===== config.mk =====
export PLATFORM = sky130hd
export DESIGN_NAME = regfile_wb_scoreboard
export DESIGN_NICKNAME = d
export VERILOG_FILES = /design/src/rtl/regfile_pkg.sv /design/src/rtl/rr_arb2.sv /design/src/rtl/regfile_wb_scoreboard.sv
export SDC_FILE = /design/constraint.sdc
export NUM_CORES = 1
export LEC_CHECK = 0
export ABC_CLOCK_PERIOD_IN_PS = 2200
export CORE_MARGIN = 2
export CORE_UTILIZATION = 32
export CTS_CLUSTER_DIAMETER = 60
export DETAILED_ROUTE_END_ITERATION = 10
export SLEW_MARGIN = 30
export SYNTH_ARGS = -nofsm -noshare
export SYNTH_HDL_FRONTEND = slang
export SYNTH_SLANG_ARGS = --single-unit

===== constraint.sdc =====
create_clock -name clock -period 2.2 [get_ports clock]
set_input_delay 0.44 -clock clock [delete_from_list [all_inputs] [get_ports clock]]
set_output_delay 0.44 -clock clock [all_outputs]
set_load 0.01 [all_outputs]

===== src/rtl/regfile_pkg.sv =====
// Shared widths and types for the register-file writeback scoreboard.
package regfile_pkg;

    localparam int unsigned N    = 32;
    localparam int unsigned NREG = 32;
    localparam int unsigned AW   = $clog2(NREG);

    typedef logic [AW-1:0] reg_addr_t;

    typedef struct packed {
        reg_addr_t      rd;
        logic [N-1:0]   data;
    } wb_req_t;

    typedef enum logic {GNT_ALU, GNT_LSU} grant_e;

endpackage


===== src/rtl/rr_arb2.sv =====
// Two-requester round-robin arbiter; req/gnt bit 0 is ALU, bit 1 is LSU.
module rr_arb2
    import regfile_pkg::*;
(
    input  logic       clock,
    input  logic       nreset,
    input  logic [1:0] i_req,
    output logic [1:0] o_gnt
);

    grant_e r_last;

    // On a tie, favour whichever requester did not win last time.
    always_comb begin
        o_gnt = 2'b00;
        if (i_req == 2'b11) begin
            o_gnt = (r_last == GNT_ALU) ? 2'b10 : 2'b01;
        end else begin
            o_gnt = i_req;
        end
    end

    always_ff @(posedge clock) begin
        if (!nreset) begin
            r_last <= GNT_ALU;
        end else if (o_gnt[1]) begin
            r_last <= GNT_LSU;
        end else if (o_gnt[0]) begin
            r_last <= GNT_ALU;
        end
    end

endmodule


===== src/rtl/regfile_wb_scoreboard.sv =====
// Register-file write-port sequencer with per-register busy scoreboard.
// Define WB_BYPASS_EN to add writeback forwarding outputs fwd1/fwd2/fwd_data.
module regfile_wb_scoreboard
    import regfile_pkg::*;
(
    input  logic            clock,
    input  logic            nreset,
    input  logic            iss_valid,
    input  logic [AW-1:0]   iss_rd,
    output logic            iss_ready,
    input  logic [AW-1:0]   rs1,
    input  logic [AW-1:0]   rs2,
    output logic            rs_stall,
    input  logic            alu_valid,
    input  logic [AW-1:0]   alu_rd,
    input  logic [N-1:0]    alu_data,
    output logic            alu_ready,
    input  logic            lsu_valid,
    input  logic [AW-1:0]   lsu_rd,
    input  logic [N-1:0]    lsu_data,
    output logic            lsu_ready,
    output logic            regw,
    output logic [AW-1:0]   regaddrW,
    output logic [N-1:0]    wdata,
`ifdef WB_BYPASS_EN
    output logic            fwd1,
    output logic            fwd2,
    output logic [N-1:0]    fwd_data,
`endif
    output logic [NREG-1:0] busy
);

    logic [NREG-1:0] r_busy;
    logic            r_regw;
    reg_addr_t       r_regaddrW;
    logic [N-1:0]    r_wdata;

    logic [1:0]      w_req;
    logic [1:0]      w_gnt;
    wb_req_t         w_sel;
    logic            w_clr_hit;
    logic            w_iss_fire;
    logic            w_fwd1;
    logic            w_fwd2;
    logic [NREG-1:0] w_busy_d;

    assign w_req = {lsu_valid, alu_valid} & {2{nreset}};

    rr_arb2 u_arb (
        .clock  (clock),
        .nreset (nreset),
        .i_req  (w_req),
        .o_gnt  (w_gnt)
    );

    assign alu_ready = w_gnt[0];
    assign lsu_ready = w_gnt[1];

    always_comb begin
        w_sel.rd   = alu_rd;
        w_sel.data = alu_data;
        if (w_gnt[1]) begin
            w_sel.rd   = lsu_rd;
            w_sel.data = lsu_data;
        end
    end

    // A destination whose write retires on this edge may be re-issued; set wins below.
    assign w_clr_hit  = r_regw && (r_regaddrW == iss_rd);
    assign iss_ready  = nreset && ((iss_rd == '0) || !r_busy[iss_rd] || w_clr_hit);
    assign w_iss_fire = iss_valid && iss_ready && (iss_rd != '0);

`ifdef WB_BYPASS_EN
    assign w_fwd1   = r_regw && (r_regaddrW != '0) && (r_regaddrW == rs1);
    assign w_fwd2   = r_regw && (r_regaddrW != '0) && (r_regaddrW == rs2);
    assign fwd1     = w_fwd1;
    assign fwd2     = w_fwd2;
    assign fwd_data = r_wdata;
`else
    assign w_fwd1 = 1'b0;
    assign w_fwd2 = 1'b0;
`endif

    assign rs_stall = (r_busy[rs1] && !w_fwd1) || (r_busy[rs2] && !w_fwd2);

    always_comb begin
        w_busy_d = r_busy;
        if (r_regw) begin
            w_busy_d[r_regaddrW] = 1'b0;
        end
        if (w_iss_fire) begin
            w_busy_d[iss_rd] = 1'b1;
        end
        w_busy_d[0] = 1'b0;
    end

    always_ff @(posedge clock) begin
        if (!nreset) begin
            r_busy     <= '0;
            r_regw     <= 1'b0;
            r_regaddrW <= '0;
            r_wdata    <= '0;
        end else begin
            r_busy <= w_busy_d;
            // Writes to x0 are consumed by the handshake but never reach the file.
            r_regw <= (|w_gnt) && (w_sel.rd != '0);
            if (|w_gnt) begin
                r_regaddrW <= w_sel.rd;
                r_wdata    <= w_sel.data;
            end
        end
    end

    assign busy     = r_busy;
    assign regw     = r_regw;
    assign regaddrW = r_regaddrW;
    assign wdata    = r_wdata;

endmodule


# Yosys cells after proc, flatten, opt, wreduce, memory -nomap -nowiden
# Cells that the tools add are included.
# totals
elab_cells	51
mem_bits_rw	0
n_memories	0
latch_bits	0
out_inout_bits	74
rom_bits	0
regBits	71
# op_classes
n_addsub	0
div_mod_pow	0
bitwise_logic	4
shifts	0
mul	0
n_eq_ne	2
mux	17
n_reduce_logical	16
n_lt_le_gt_ge	6
# op_table
op	n
$mux 32	2
$mux 37	1
$and 32x32->32	1
$not 32->32	1
$or 32x32->32	1
$lt 5x6->1 const B	4
$bmux 1 s5	3
$demux 1 s5	2
$ge 5x1->1 const B	2
$reduce_bool 5->1	2
$logic_and 1x1->1	7
$mux 1	7
$eq 5x5->1	1
$logic_not 5->1	1
$mux 2	2
$logic_or 1x1->1	3
$and 2x2->2	1
$eq 2x2->1 const B	1
$reduce_bool 2->1	1
$reduce_or 2->1	1
$logic_not 1->1	1

# Logic depth before layout (Yosys ltp)
# logic_depth
ltp_word	9
depth_mapped	7

# Hierarchy
# From an unflattened synthesis, not the netlist that was laid out.
# hier_totals
hier_cells	533
area_unflattened_um2	4405.5
# modules_own_cells
mod	n_inst	cells_each	area_each_um2
regfile_wb_scoreboard	1	527	4356.7
rr_arb2	1	6	48.8

# Worst setup path after synthesis
# Ideal clock, no wire load.
# synth_path
path_type	input -> output
from	input port iss_rd[1]
to	output port iss_ready
cell_stages	7
path_slack_ns	-0.154
arrival_time_ns	1.914
path_cell_list	buf_4 buf_4 mux2i_1 o22ai_1 o21ai_1 and4_1 o21a_1
# synth_via
elab_chain_len	6
elab_cells_between_ends	9
cone_classes	1 x eq/ne; 2 x mux; 6 x reduce/logical
# synth_rtl
item	line_no	text
start: declaration	regfile_wb_scoreboard.sv:9	input logic [AW-1:0] iss_rd,
$bmux 1 s5	regfile_wb_scoreboard.sv:70	assign iss_ready = nreset && ((iss_rd == '0) || !r_busy[iss_rd] || w_clr_hit);
$mux 1 (not written as such)	regfile_wb_scoreboard.sv:70	
$logic_not 1->1	regfile_wb_scoreboard.sv:70	
$logic_or 1x1->1	regfile_wb_scoreboard.sv:70	
$logic_or 1x1->1 (*)	regfile_wb_scoreboard.sv:70	
$logic_and 1x1->1 (*)	regfile_wb_scoreboard.sv:70	
end: declaration	regfile_wb_scoreboard.sv:10	output logic iss_ready,
# Every way passes the cells marked *; elsewhere a longest branch is shown, timed or not. The select of a mux whose other input is x is not followed.

# Worst setup path after layout
# layout_path
from	register r_busy[26] (netlist: busy[26])
to	output port rs_stall
# layout_via
elab_chain_len	3
elab_cells_between_ends	5
cone_classes	4 x mux; 1 x reduce/logical
# layout_rtl
item	line_no	text
start: declaration	regfile_wb_scoreboard.sv:33	logic [NREG-1:0] r_busy;
start signal: assignment	regfile_wb_scoreboard.sv:104	r_busy <= w_busy_d;
$bmux 1 s5	regfile_wb_scoreboard.sv:84	assign rs_stall = (r_busy[rs1] && !w_fwd1) || (r_busy[rs2] && !w_fwd2);
$mux 1 (not written as such)	regfile_wb_scoreboard.sv:84	
$logic_or 1x1->1 (*)	regfile_wb_scoreboard.sv:84	
end: declaration	regfile_wb_scoreboard.sv:13	output logic rs_stall,
# Marked as above.

==> out/summary.md <==
The flow ran to the end, but the final reports show violations. The checks that failed: negative setup slack. For this design the static power due to leakage is 2.71 nW. The tools report the clock latency on the worst-skew pair as 0.35 ns. The first detailed-routing pass took 5 iterations.

STA puts the critical path data required time at 1.76 ns. Along the worst path, the maximum fanout reaches 2. The cell sitting at the root of the clock tree is a sky130_fd_sc_hd__clkbuf_16.

Subtracting the final worst setup slack from the clock period gives 2.55 ns. STA classifies the critical path endpoint as a primary output. Tracing the worst setup path back leads to its startpoint at busy[26]. The tightest min-delay check is of the register to register type. The number of instances on the worst hold path came out at 2.

The number of buffers inserted during clock tree synthesis came out at 9. The mean routed wirelength per cell works out to 19.3 µm. IR analysis of the VDD net gives a maximum drop of 318 µV.

The detail route stage leaves a number of antenna-violating nets equal to 0. The number of cells on the worst reg-to-reg path is 6. The full die area is 13900 µm². In this run, synthesis produced a sequential element count of 70.

Counting every net in the synthesized netlist gives 553. The slew at the pin with the worst max-slew slack came out at 0.884 ns. The logs give 12500 µm for the post-detailed-placement half-perimeter wirelength and 0 for the max-capacitance violation count.

The leftover overflow at the end of global routing was 0; the number of clock sinks seen by CTS was 70. The critical path is of the register to primary output type. The number of H-tree branching levels came out at 3.

Wires add up to 16800 µm. The cell count after synthesis came out at 459. The die is 118 µm tall. The tools report the routability-driven placement congestion ratio as 0.941. After the first detailed-routing iteration, the DRC count stood at 329. The setup slack of the critical path after layout came out at -0.345 ns. Sorting the synthesized cells by area gives the leading types as sky130_fd_sc_hd__dfxtp_1 (34%), sky130_fd_sc_hd__mux4_2 (9.8%), sky130_fd_sc_hd__o211ai_1 (7.8%).

Global routing used 24.4% of the available tracks across all layers. The tools report the clock skew as 0.00503 ns. After synthesis the cells add up to 4150 µm². TritonCTS built the clock tree. With fillers left out, the area of the finished cells amounts to 7070 µm².

By count the netlist is led by sky130_fd_sc_hd__dfxtp_1 (70), sky130_fd_sc_hd__nand2_1 (67), sky130_fd_sc_hd__o211ai_1 (43). The count of vias placed by the detailed router is 4830, and the fraction of layout instances using a drive strength above 1 is 25.8%. Entering global routing, the biggest net connects 40 pins. The tools report the count of standard-cell rows as 41. The most common cell in the synthesized netlist is sky130_fd_sc_hd__dfxtp_1. The largest total area in the synthesized netlist belongs to sky130_fd_sc_hd__dfxtp_1.

Once layout is complete, the cells apart from fillers number 873. The logs give -1.18 ns for the placement-stage worst setup slack and 168 for the top-level port count. Each instance of the synthesized netlist takes up on average 9.04 µm². After synthesis, the share of flip-flops with an asynchronous set or reset is 0%. In this run the critical register-to-register path is launched from busy[11].

For this design the ratio of total power to cell area is 507 nW/µm². After clock tree synthesis, the clock-pin slew on the worst setup and hold paths is 0.06 ns. Relative to the synthesized area, the layout overhead comes to 70.4%. The distinct cell type count after synthesis is 45, and the sequential cell area fraction in the yosys report is 33.8%. Port buffering added 166 buffers. The tools report the via count of the first global-routing pass as 4924. The post-layout net count is 790. The global-route wire length before repair was 26500 µm. The top achievable clock speed is 393 MHz, and the number of hold violations in the final report is 0. After floorplanning, the core was sized to cover 12600 µm².

For the total of endpoints with negative setup slack in the final report, the log shows 2. For the total of warnings raised by yosys, the log shows 0. The number of antenna violations at the first check in global routing is 0, and the top cell type's share of synthesized area is 33.8%.

In this run the horizontal extent of the chip is 118 µm. The arrival time at the worst endpoint was 2.11 ns; the relative slew slack was 40.9%. The worst path uses 116% of the clock period. Using the TritonRoute via totals, the vias-per-cell ratio works out to 5.53. For this configuration, the core starts out at a cell density of 32.9%. Setup repair after global routing could not meet its margin everywhere. The repair_antennas step left the layout with diodes totalling 0. The logs give 0 for the max-slew violation total from the final report and 848 for the placed instance count. The source of the worst hold timing path is wdata[15]. The placed instances occupy a cell area of 6590 µm². STA classifies the critical path startpoint as a register. The synthesized design contains 0 enable-type register cells. The longest clock path from root to sink contains 2 buffers.

In the routed design, unresolved DRC markers number 0. The primary flip-flop cell chosen by synthesis mapping was sky130_fd_sc_hd__dfxtp_1.
==> sequential cells by signal (all words and copies together) (netlist names) <==
name and cells:
regw 1, wdata 32, regaddrW 5, u_arb.r_last 1
busy 31
==> critical path, cell delays in order (launching register included) <==
cell and delay (ns):
sky130_fd_sc_hd__dfxtp_2 0.33, sky130_fd_sc_hd__buf_6 0.12, sky130_fd_sc_hd__mux4_2 0.47, sky130_fd_sc_hd__mux4_2 0.49
sky130_fd_sc_hd__mux2i_1 0.14, sky130_fd_sc_hd__nand3_1 0.08, sky130_fd_sc_hd__buf_2 0.14
==> layout by cell type (no fill, tap or decap), drive strengths merged, types with 8 or more instances in the layout <==
master,n
a21boi,33
a21oi,8
a22oi,33
buf,106
clkbuf,14
clkdlybuf4s50,152
dfxtp,70
mux2i,22
mux4,18
nand2,68
nand3,25
nand3b,8
nor2,20
o211ai,43
o21ai,8
==> where the power goes <==
part           switching, mW  internal (mW)
Sequential            0.0327           1.33
Combinational          0.368          0.441
Clock                  0.558          0.856
==> area by class of cell <==
type | instances | area (µm²)
fillers | 1159 | 5550
inverters | 2 | 7.51
multi-input cells | 346 | 2670
well taps | 172 | 215
flip-flops and latches | 70 | 1410
clock buffers | 12 | 267
clock inverters | 4 | 28.8
repair buffers | 267 | 2470
==> what timing repair did <==
| action | 4_1_cts | 5_1_grt |
|---|---|---|
| resized for setup | 54 | 18 |
| setup endpoints to repair | 23 | 9 |
| gates cloned | 2 | 0 |
| setup buffers | 4 | 3 |
| pin swaps | 3 | 3 |
| hold buffers | 0 | 0 |
==> per-stage QoR <==
stage | power [mW] | TNS [ns] | util [%] | hold slack, ns
2_1_floorplan | 1.71 | -0.118 | - | 0.457
3_3_place_gp | 2.17 | -13.69 | 52.2 | 0.452
3_5_place_dp | 2.17 | -15.98 | 52.2 | 0.457
4_1_cts | 3.61 | -0.632 | 55.5 | 0.464
5_1_grt | 3.74 | -0.747 | 56.0 | 0.491
6_report | 3.58 | -0.680 | 56.0 | 0.460
==> cells by family (layout without fill, tap and decap cells) <==
group                     count (synthesis)  in the layout  share of synthesized area [%]
other                                     1              1                         0.0904
and+or+nand+nor                         152            152                           17.9
muxes                                    40             40                           15.1
buffers and inverters                    43            285                           4.43
DFF                                      70             70                           33.8
AOI/OAI and AO/OA                       148            148                           27.6
xor gates and xnor gates                  5              5                           1.06
==> metal layers <==
metal	GRT usage, %	wire length (µm)	up-vias
met4	9.19	439	0
met5	0	0	-
met2	40.5	7990	240
li1	-	-	2233
met3	5.52	1320	39
met1	30.8	7090	2318
==> final timing paths <==
path                to  slack [ns]
max reg2reg   busy[12]        0.17
min reg2reg  wdata[15]        0.46
min          wdata[15]        0.46
max           rs_stall       -0.35
(Power assumes the default switching activity.)
